--- config.mk ---
export PLATFORM = sky130hd
export DESIGN_NAME = uart_rx_ctrl
export DESIGN_NICKNAME = d
export VERILOG_FILES = /design/src/rtl/uart_rx_ctrl.sv
export SDC_FILE = /design/constraint.sdc
export NUM_CORES = 1
export LEC_CHECK = 0
export ABC_AREA = 1
export ABC_CLOCK_PERIOD_IN_PS = 2800
export BUFFER_PORTS_ARGS = -buffer_cell sky130_fd_sc_hd__buf_2
export CORE_ASPECT_RATIO = 1.25
export CORE_MARGIN = 5
export CORE_UTILIZATION = 25
export DETAILED_ROUTE_END_ITERATION = 10
export GPL_TIMING_DRIVEN = 0
export SKIP_CTS_REPAIR_TIMING = 1
export SYNTH_ARGS = -nofsm -noshare
export SYNTH_HDL_FRONTEND = slang
export SYNTH_SLANG_ARGS = --single-unit
--- constraint.sdc ---
create_clock -name clk -period 2.8 [get_ports clk]
set_input_delay 0.42 -clock clk [delete_from_list [all_inputs] [get_ports clk]]
set_output_delay 0.42 -clock clk [all_outputs]
set_load 0.01 [all_outputs]
--- src/rtl/uart_rx_ctrl.sv ---
// uart_rx_ctrl: baud strobe generation, receiver arming, FWFT byte FIFO,
// overrun and idle-line timeout reporting for the uart_rx receiver.
module uart_rx_ctrl #(
  parameter int DIV_WIDTH     = 16,
  parameter int DEPTH         = 8,
  parameter int ADDR_W        = 3,
  parameter int TIMEOUT_TICKS = 64
) (
  input  logic                 clk,
  input  logic                 reset,
  input  logic                 enable,
  input  logic [DIV_WIDTH-1:0] baud_div,
  output logic                 baud_tick,
  output logic                 rx_reset,
  input  logic                 rx_done,
  input  logic [7:0]           reg_rx,
  input  logic                 rd_en,
  output logic [7:0]           rd_data,
  output logic                 rd_valid,
  output logic                 full,
  output logic [ADDR_W:0]      count,
  output logic                 overrun,
  input  logic                 clr_overrun,
  output logic                 timeout
);

  localparam int TW = $clog2(TIMEOUT_TICKS + 1);
  localparam logic [TW-1:0] L_TO = TW'(TIMEOUT_TICKS);
  localparam logic [ADDR_W:0] L_FULL = (ADDR_W + 1)'(DEPTH);

  typedef enum logic [1:0] {
    S_OFF,
    S_ARM,
    S_RUN
  } state_t;

  state_t               r_state;
  logic                 r_arm_cnt;
  logic [DIV_WIDTH-1:0] r_div_q;
  logic [DIV_WIDTH-1:0] r_cnt;

  logic [7:0]           r_mem [DEPTH];
  logic [ADDR_W-1:0]    r_wr;
  logic [ADDR_W-1:0]    r_rd;
  logic [ADDR_W:0]      r_count;
  logic                 r_done_d;
  logic [TW-1:0]        r_to_cnt;

  logic w_run;
  logic w_push;
  logic w_pop;
  logic w_full;
  logic w_wr;
  logic w_drop;
  logic w_to_clr;
  logic w_to_inc;

  assign w_run  = (r_state == S_RUN);
  // A byte finishing on the cycle we drop out of RUN is not captured.
  assign w_push = rx_done & ~r_done_d & w_run & enable;
  assign w_full = (r_count == L_FULL);
  assign w_pop  = rd_en & rd_valid;
  assign w_wr   = w_push & (~w_full | w_pop);
  assign w_drop = w_push & w_full & ~w_pop;

  assign rd_valid = (r_count != '0);
  assign full     = w_full;
  assign count    = r_count;
  assign rd_data  = r_mem[r_rd];

  always_ff @(posedge clk) begin
    if (!reset) begin
      r_state   <= S_OFF;
      r_arm_cnt <= 1'b0;
      r_div_q   <= '0;
      r_cnt     <= '0;
      rx_reset  <= 1'b0;
      baud_tick <= 1'b0;
    end else begin
      baud_tick <= 1'b0;
      case (r_state)
        S_OFF: begin
          r_cnt    <= '0;
          rx_reset <= 1'b0;
          if (enable) begin
            r_state   <= S_ARM;
            r_arm_cnt <= 1'b0;
            r_div_q   <= baud_div;
          end
        end
        S_ARM: begin
          if (!enable) begin
            r_state <= S_OFF;
          end else if (r_arm_cnt) begin
            r_state  <= S_RUN;
            rx_reset <= 1'b1;
            r_cnt    <= '0;
          end else begin
            r_arm_cnt <= 1'b1;
          end
        end
        S_RUN: begin
          if (!enable) begin
            r_state  <= S_OFF;
            rx_reset <= 1'b0;
            r_cnt    <= '0;
          end else if (r_cnt == r_div_q) begin
            r_cnt     <= '0;
            baud_tick <= 1'b1;
          end else begin
            r_cnt <= r_cnt + 1'b1;
          end
        end
        default: begin
          r_state  <= S_OFF;
          rx_reset <= 1'b0;
        end
      endcase
    end
  end

  always_ff @(posedge clk) begin
    if (w_wr) begin
      r_mem[r_wr] <= reg_rx;
    end
  end

  always_ff @(posedge clk) begin
    if (!reset) begin
      r_wr     <= '0;
      r_rd     <= '0;
      r_count  <= '0;
      r_done_d <= 1'b0;
      overrun  <= 1'b0;
    end else begin
      r_done_d <= rx_done;
      if (w_wr) begin
        r_wr <= r_wr + 1'b1;
      end
      if (w_pop) begin
        r_rd <= r_rd + 1'b1;
      end
      case ({w_wr, w_pop})
        2'b10:   r_count <= r_count + 1'b1;
        2'b01:   r_count <= r_count - 1'b1;
        default: r_count <= r_count;
      endcase
      if (w_drop) begin
        overrun <= 1'b1;
      end else if (clr_overrun) begin
        overrun <= 1'b0;
      end
    end
  end

  assign w_to_clr = w_push | w_pop | ~w_run | ~rd_valid;
  assign w_to_inc = baud_tick & ~w_to_clr & (r_to_cnt != L_TO);

  always_ff @(posedge clk) begin
    if (!reset) begin
      r_to_cnt <= '0;
      timeout  <= 1'b0;
    end else begin
      if (w_to_clr) begin
        r_to_cnt <= '0;
      end else if (w_to_inc) begin
        r_to_cnt <= r_to_cnt + 1'b1;
      end
      // Flag persists past leaving RUN until the host or receiver acts.
      if (w_push | w_pop) begin
        timeout <= 1'b0;
      end else if (w_to_inc && (r_to_cnt == L_TO - 1'b1)) begin
        timeout <= 1'b1;
      end
    end
  end

endmodule

Word-level counts from Yosys, hierarchy flattened
Memories as Yosys holds them, arrays and structs flattened. A register that Yosys moved wholly into a read port is not among the register bits.
Index checks and enable logic that the tools add are counted.
W data, S select, Z words.
{"block": "totals", "out_inout_bits": 18, "elab_cells": 93, "inputBits": 30, "ramBits": 64, "memories": 1, "reg_bits": 57}
{"block": "op_classes", "muxes": 25, "add_sub_neg": 6, "reduce_logical": 15, "eq_ne": 13, "n_bitwise": 20}
{"name": "r_mem", "words": 8, "word_bits": 8, "read_ports": 1, "rd_clocked_by_memory_dff": 1, "wr": 1, "line": "42", "source": "logic [7:0] r_mem [DEPTH];"}
{"operator": "$mux W16", "n": 4}
{"operator": "$pmux W16 S3", "n": 1}
{"operator": "$add A16 B1 Y16 const B", "n": 1}
{"operator": "$eq A16 B16 Y1", "n": 1}
{"operator": "$reduce_and A3 Y1", "n": 5}
{"operator": "$mux W1", "n": 10}
{"operator": "$and A1 B1 Y1", "n": 9}
{"operator": "$mux W2", "n": 4}
{"operator": "$ne A2 B2 Y1 const B", "n": 4}
{"operator": "$pmux W4 S2", "n": 1}
{"operator": "$add A7 B1 Y7 const B", "n": 1}
{"operator": "$eq A7 B6 Y1 const B", "n": 1}
{"operator": "$ne A7 B7 Y1 const B", "n": 1}
{"operator": "$not A1 Y1", "n": 7}
{"operator": "$add A3 B1 Y3 const B", "n": 2}
{"operator": "$mux W3", "n": 2}
{"operator": "$pmux W2 S3", "n": 1}
{"operator": "$reduce_bool A2 Y1", "n": 3}
{"operator": "$add A4 B1 Y4 const B", "n": 1}
{"operator": "$eq A2 B1 Y1 const B", "n": 2}
{"operator": "$eq A2 B2 Y1 const B", "n": 2}
{"operator": "$eq A4 B4 Y1 const B", "n": 1}
{"operator": "$or A1 B1 Y1", "n": 4}
{"operator": "$pmux W1 S2", "n": 2}
{"operator": "other kinds (8)", "n": 9}

Longest topological paths before layout
Gate-level depths: netlist of the first run.
{"block": "depth", "ltp_word": 11, "depth_mapped": 13, "depth_no_buf": 13}

Worst setup path after synthesis of the first run
OpenSTA, ideal clock, no wires.
{"block": "synth_path", "kind": "reg-to-reg", "start": "register r_count[0] (netlist: count[0])", "end": "memory r_mem[4][0] (enable)", "t_arrival_ns": 1.656, "stages_incl_launch_ff": 9, "synth_period_minus_slack_ns": 2.039, "n_path_buf": 0, "path_slack_ns": 0.761, "setup_time_ns": 0.383, "required_ns": 2.417, "cell_sequence": "dfxtp_1 > nor2_4 > nand3_1 > inv_1 > nand2_1 > nand2_4 > inv_2 > nand2_1 > nor3_1"}
{"block": "synth_between", "elab_chain_cells": 6, "word_cells_on_any_way": 8, "cone_classes": "eq/ne (1); mux (2); bitwise (4); reduce/logical (1)"}
{"item": "start, declared", "line": "45", "source": "logic [ADDR_W:0] r_count;"}
{"item": "start signal, assigned", "line": "144", "source": "2'b10: r_count <= r_count + 1'b1;"}
{"item": "start signal, assigned", "line": "145", "source": "2'b01: r_count <= r_count - 1'b1;"}
{"item": "start signal, assigned", "line": "146", "source": "default: r_count <= r_count;"}
{"item": "$eq A4 B4 Y1", "line": "61", "source": "assign w_full = (r_count == L_FULL);"}
{"item": "via full", "line": "20", "source": "output logic full,"}
{"item": "$not A1 Y1", "line": "63", "source": "assign w_wr = w_push & (~w_full | w_pop);"}
{"item": "$or A1 B1 Y1", "line": "63"}
{"item": "$and A1 B1 Y1", "line": "63"}
{"item": "$mux W1", "line": "123", "source": "if (w_wr) begin"}
{"item": "$mux W1 (not written as such)", "line": "124", "source": "r_mem[r_wr] <= reg_rx;"}
{"item": "end, declared", "line": "42"}
The timed path passes the listed nets, and every way through them passes these cells.

Worst setup path after layout of the first run
{"block": "layout_path", "start": "register r_state[0]", "end": "memory r_mem[4][1] (enable)"}
{"block": "layout_between", "elab_chain_cells": 6}
{"item": "start, declared", "line": "37", "source": "state_t r_state;"}
{"item": "start signal, assigned", "line": "73", "source": "r_state <= S_OFF;"}
{"item": "start signal, assigned", "line": "86", "source": "r_state <= S_ARM;"}
{"item": "start signal, assigned", "line": "93", "source": "r_state <= S_OFF;"}
{"item": "$eq A2 B2 Y1", "line": "58", "source": "assign w_run = (r_state == S_RUN);"}
{"item": "$and A1 B1 Y1 (2 in series)", "line": "60", "source": "assign w_push = rx_done & ~r_done_d & w_run & enable;"}
{"item": "$and A1 B1 Y1", "line": "63"}
{"item": "$mux W1", "line": "123"}
{"item": "$mux W1 (not written as such)", "line": "124"}
No other way between the ends.

==> flow_metrics.py, run 1 <==
metrics = {
    "floorplan": {
        "io_pins": 48,
        "die_w_um": 141.3,
        "die-area_um2": 24610,
        "coreArea_um2": 21400,
        "rows": 60,
        "die_h_um": 174.1,
        "initial_core_util_pct": 25.18,
    },
    "layout": {
        "fin_nets": 665,
        "n_antenna_cell": 0,
        "syn2layout_area_growth_pct": 22.32,
        "multi_input_area_um2": 2001,
        "final-seq-area_um2": 3123,
        "fillers": 2207,
        "fin_cells": 921,
        "stdcell_area_um2": 6590,
        "utilization_pct": 30.80,
        "drive_gt1_share_pct": 18.22,
    },
    "global_route": {
        "grt_use_total_pct": 10.28,
        "antenna_found_initial": 0,
        "grt_pass1_wl_um": 20080,
        "grt_max_degree": 17,
        "first_global_vias": 3990,
        "gr-total-overflow": 0,
    },
    "detailed_routing": {
        "wl_per_cell_um": 13.34,
        "antenna_left": 0,
        "dr.pass1.iters": 5,
        "viasPerCell": 4.385,
        "drt_iter0_markers": 208,
        "vias": 4039,
        "totalWireLength_um": 12290,
        "drc": 0,
    },
    "timing": {
        "worst_slack_ns": 0.2700,
        "fin_crit_ns": 2.530,
        "rsz0062_at_grt": "false",
        "maxSlewViolCount": 0,
        "finalCritPeriodShare_pct": 90.36,
        "worst_pin_slew_ns": 1.266,
        "finalClockSkew_ns": 0.007450,
        "hold_viol": 0,
        "relSlewSlack_pct": 14.98,
        "setup_viol": 0,
        "fmax_mhz": 395.3,
    },
    "outcome": {
        "outcome": "complete, no violations",
    },
    "pwr": {
        "p_per_area_nw_per_um2": 851.3,
        "ir_drop_v": 0.0004498,
        "leakagePower_nw": 2.450,
        "p_total_mw": 5.610,
    },
    "yosys": {
        "yosysWarningCount": 0,
        "synth_edf_count": 64,
        "ys_types": 41,
        "yosysTopAreaCellShare_pct": 35.67,
        "synthArstFlopShare_pct": 0,
        "ys_ff_latch": 124,
        "synthTopCellsByArea": "edfxtp_1 36%, dfxtp_1 22%, nor2_1 8.3%",
        "yosysSeqAreaShare_pct": 57.97,
        "synthCells": 564,
        "synth_commonest_cells": "119 x nor2_1, 64 x edfxtp_1, 60 x dfxtp_1",
        "syn-num-nets": 600,
        "syn_area_um2": 5388,
        "yosysTopAreaCell": "edfxtp_1",
        "synth.most_common_cell": "nor2_1",
        "synth_top_flop_cell": "edfxtp_1",
        "synth.avg_cell_area_um2": 9.553,
    },
    "clock_network": {
        "insertion_delay_ns": 0.41,
        "root_buffer": "clkbuf_16",
        "htreeDepth": 4,
        "clock-sinks": 124,
        "cts_buffers": 17,
        "clock_path_buffers": 2,
        "tritoncts": "built",
        "clkTransAtPathRegs_ns": 0.06,
    },
    "worst_setup_path": {
        "critPathTopFamily": "simple AND/OR/NAND/NOR gates",
        "cpPeakStageDelay_ns": 0.98,
        "cpMaxStageDelayCell": "nor3_1",
        "crit_path_cell_trace": "inv_1 > nand2_1 > nor2_2 > nand2_4 > inv_2 > nand2_4 > inv_2 > nand2_1 > nor3_1",
        "cp.depth": 9,
        "cp.required_ns": 2.82,
        "worst-setup-path-type": "reg -> reg",
        "worstSetupEndpointType": "register",
        "r2r_cells": 9,
        "worstPathArrival_ns": 2.55,
        "critical_path_buf_inv_count": 3,
        "crit_fanout": 8,
        "cp-start-kind": "register",
    },
    "min_path": {
        "min_path_cells": 3,
        "holdCritPathClass": "in -> reg",
    },
    "placement": {
        "place_ws_ns": -0.02057,
        "placedCellCount": 889,
        "place_congestion": 0.7976,
        "portBuffers": 46,
        "dpl-instance-area_um2": 5967,
        "post-dp-hpwl_um": 8931,
    },
    "job": {
        "maxCapViolCount": 0,
    },
}
-- per-stage QoR --
step	hold slack, ns	TNS (ns)
2_1_floorplan	0.4371	0
3_3_place_gp	0.4439	0
3_5_place_dp	0.4473	-0.1599
4_1_cts	0.1963	0
5_1_grt	0.2043	0
6_report	0.2060	0
-- cells by family after synthesis --
family          after synthesis  share of synthesized area, %
xor+xnor                     25                         4.064
buf+inv                      71                         5.086
compound gates              113                         11.64
flops                       124                         57.97
simple gates                225                         19.86
fa+ha+maj                     6                         1.393
-- worst reg2reg max path, cell delays in order (launching register included) --
cell	delay [ns]
dfxtp_1	0.38
inv_1	0.08
nand2_1	0.05
nor2_2	0.14
nand2_4	0.12
inv_2	0.10
nand2_4	0.07
inv_2	0.08
nand2_1	0.14
nor3_1	0.98
-- per-layer routing --
metal  part of all wire [%]  track usage, %  wire (um)  up-vias
met5                      0               0          0        -
met4                   0.98           3.352        120        0
met3                    5.2           3.027        645        9
met2                     50           17.65       6203       94
met1                     43           12.27       5319     1882
li1                       -               -          -     2054
-- cells in the final DEF (no fill, tap or decap), drive strengths merged --
master      n
nand3      18
a21o        1
nand2      51
xor2        7
clkinv      5
ha          6
a31oi       8
clkinvlp    2
bufinv      3
buf        49
nor3       20
edfxtp     64
dfxtp      60
o22ai       9
nand4       9
o21bai      1
clkbuf     30
o211ai      1
nor3b       2
o21ai      62
inv        60
a21oi      27
xnor2      18
or2         2
a211oi      4
nor2      123
-- worst paths after layout --
path | end | slack (ns) | from
min reg2reg | timeout$_SDFFE_PP0P_ | 0.45 | timeout$_SDFFE_PP0P_
min | r_done_d$_SDFF_PN0_ | 0.21 | rx_done
max | r_mem[4][1]$_DFFE_PP_ | 0.27 | r_state[0]$_SDFFE_PN0P_
max reg2reg | r_mem[4][1]$_DFFE_PP_ | 0.27 | r_state[0]$_SDFFE_PN0P_
-- sequential cells by signal (all words and copies together), names as in the netlist, named ones only --
register and flops:
overrun 1, r_wr 3, r_arm_cnt 1, r_state 2
baud_tick 1, r_cnt 16, r_to_cnt 7, r_div_q 16
count 4, timeout 1, r_mem 64, r_done_d 1
rx_reset 1, r_rd 3
-- cell type report --
type,count,area share (%)
Buffer,16,1.006
Clock buffer,17,6.455
Clock inverter,15,2.829
Inverter,55,3.171
Multi-Input combinational cell,369,30.36
Sequential cell,124,47.39
Tap cell,279,5.297
Timing Repair Buffer,46,3.493
-- power breakdown --
part / switching, mW / leakage, nW / total [mW] / internal [mW]
clock network: 0.853 / 0.295 / 2.27 / 1.42
registers: 0.104 / 1.06 / 2.09 / 1.99
logic: 0.812 / 1.09 / 1.25 / 0.435
No activity file was read; power rests on OpenSTA's default activity.
==> inputs of run 2 (changes only) <==
- ABC_CLOCK_PERIOD_IN_PS: 2800 -> 3090
- GPL_ROUTABILITY_DRIVEN: default -> 1
- clock period: 2.8 -> 3.09 ns (I/O delays scaled with it)
==> flow_metrics.py, run 2 (synthesis gave the netlist of run 1 again) <==
metrics = {
    "outcome": {
        "outcome": "complete, no violations",
    },
    "placement": {
        "place_ws_ns": 0.2259,
        "place_congestion": 0.7976,
        "portBuffers": 46,
        "post-dp-hpwl_um": 8931,
        "placedCellCount": 889,
        "dpl-instance-area_um2": 5967,
    },
    "worst_setup_path": {
        "cpMaxStageDelayCell": "clkbuf_1",
        "endpoint": "rd_data[6]",
        "cp-start-kind": "register",
        "reg2reg_setup_slack_ns": 0.54,
        "cp.required_ns": 2.63,
        "worst-setup-path-type": "reg -> out",
        "worstSetupEndpointType": "output port",
        "critical_path_buf_inv_count": 3,
        "critPathTopFamily": "buffers and inverters",
        "cp.depth": 7,
        "crit_fanout": 10,
        "r2r_cells": 9,
        "r2r-end": "r_mem[4][1]$_DFFE_PP_",
        "crit_path_cell_trace": "inv_1 > clkbuf_1 > o21ai_0 > o22ai_1 > nor2_1 > a31oi_1 > buf_2",
        "worstPathArrival_ns": 2.24,
        "cpPeakStageDelay_ns": 0.42,
        "r2r-start": "r_state[0]$_SDFFE_PN0P_",
    },
    "detailed_routing": {
        "vias": 4013,
        "viasPerCell": 4.357,
        "dr.pass1.iters": 5,
        "drt_iter0_markers": 208,
        "drc": 0,
        "wl_per_cell_um": 13.31,
        "totalWireLength_um": 12260,
        "antenna_left": 0,
    },
    "timing": {
        "rsz0062_at_grt": "false",
        "hold_viol": 0,
        "hold_slack_ns": 0.2469,
        "worst_slack_ns": 0.3838,
        "relSlewSlack_pct": 14.09,
        "finalCritPeriodShare_pct": 87.58,
        "maxSlewViolCount": 0,
        "finalClockSkew_ns": 0.007915,
        "fmax_mhz": 369.5,
        "worst_pin_slew_ns": 1.279,
        "setup_viol": 0,
        "fin_setup_tns_ns": 0,
        "fin_crit_ns": 2.706,
    },
    "pwr": {
        "netSwitchingFraction_pct": 31.47,
        "pwr-share-clk_pct": 40.5,
        "internal_power_mw": 3.479,
        "seq_power_share_pct": 37.3,
        "leakagePower_nw": 2.447,
        "comb_power_share_pct": 22.2,
        "p_switching_mw": 1.598,
        "p_per_area_nw_per_um2": 770.6,
        "p_total_mw": 5.077,
        "ir_drop_v": 0.0004074,
    },
    "global_route": {
        "grt_use_total_pct": 10.28,
        "grt_use_met3_pct": 3.027,
        "busiest_layer": "met2",
        "first_global_vias": 3990,
        "antenna_found_initial": 0,
        "grt_pass1_wl_um": 20080,
        "use_met1_pct": 12.27,
        "grt_use_met2_pct": 17.65,
        "grt_max_degree": 17,
        "gr-total-overflow": 0,
    },
    "clock_network": {
        "cts_buffers": 17,
        "insertion_delay_ns": 0.41,
        "clkTransAtPathRegs_ns": 0.06,
        "root_buffer": "clkbuf_16",
        "clock_path_buffers": 2,
        "htreeDepth": 4,
        "tritoncts": "built",
        "clock-sinks": 124,
    },
    "layout": {
        "fillers": 2207,
        "drive_gt1_share_pct": 18.07,
        "final-seq-area_um2": 3123,
        "n_antenna_cell": 0,
        "mostFrequentLayoutCells": "119 x nor2_1, 64 x edfxtp_1, 60 x dfxtp_1",
        "fin_cells": 921,
        "fin_nets": 665,
        "stdcell_area_um2": 6589,
        "reg_top3": "r_mem: 64 flops, r_cnt: 16 flops, r_div_q: 16 flops",
        "layout_commonest_cell": "nor2_1",
        "utilization_pct": 30.80,
        "syn2layout_area_growth_pct": 22.29,
        "largest_register": "r_mem",
        "largest_reg_flops": 64,
        "multi_input_area_um2": 2001,
    },
    "floorplan": {
        "die_w_um": 141.3,
        "die_h_um": 174.1,
        "initial_core_util_pct": 25.18,
        "coreArea_um2": 21400,
        "die-area_um2": 24610,
        "io_pins": 48,
        "rows": 60,
    },
    "job": {
        "maxCapViolCount": 0,
    },
    "min_path": {
        "holdCritPathClass": "in -> reg",
    },
}
==> run 2: changes by cell type in the layout (fill, tap and decap cells not counted) <==
cell	before	now
clkbuf_1	12	13
clkbuf_2	1	0
==> run 2: metal layers <==
layer	share of wire [%]	vias up
li1	-	2054
met1	44	1867
met2	50	83
met3	4.5	9
met4	1.0	0
met5	0	-
==> run 2: worst min path at each step <==
stage	to	depth (start not counted)	startpoint
floorplan	r_div_q[11]$_SDFFE_PN0P_	2	r_div_q[11]$_SDFFE_PN0P_
global placement	timeout$_SDFFE_PP0P_	2	timeout$_SDFFE_PP0P_
detailed placement	timeout$_SDFFE_PP0P_	2	timeout$_SDFFE_PP0P_
CTS	r_done_d$_SDFF_PN0_	3	rx_done
global route	r_done_d$_SDFF_PN0_	3	rx_done
finish	r_done_d$_SDFF_PN0_	3	rx_done
==> run 2: cell type report <==
cell class / instances / area share, %
flip-flops and latches: 124 / 47.40
clock inverters: 15 / 2.829
clock buffers: 17 / 6.457
multi-input cells: 369 / 30.36
repair buffers: 46 / 3.494
inverters: 55 / 3.171
well taps: 279 / 5.298
plain buffers: 16 / 0.9875
==> run 2: power by group through the flow <==
| stage | combinational (mW) | sequential [mW] | clock [mW] |
|---|---|---|---|
| after floorplan | 0.752 | 1.92 | 0 |
| after CTS | 1.15 | 1.90 | 2.10 |
| after global placement | 1.13 | 1.93 | 0 |
| after detailed placement | 1.14 | 1.93 | 0 |
| after global routing | 1.28 | 1.91 | 2.16 |
| final | 1.13 | 1.90 | 2.05 |
==> run 2: worst reg2reg max path: stages, from the launching register on <==
cell and delay, ns:
dfxtp_1 0.37, inv_1 0.07, nand2_1 0.05, nor2_2 0.14
nand2_4 0.12, inv_2 0.10, nand2_4 0.07, inv_2 0.08
nand2_1 0.14, nor3_1 1.00
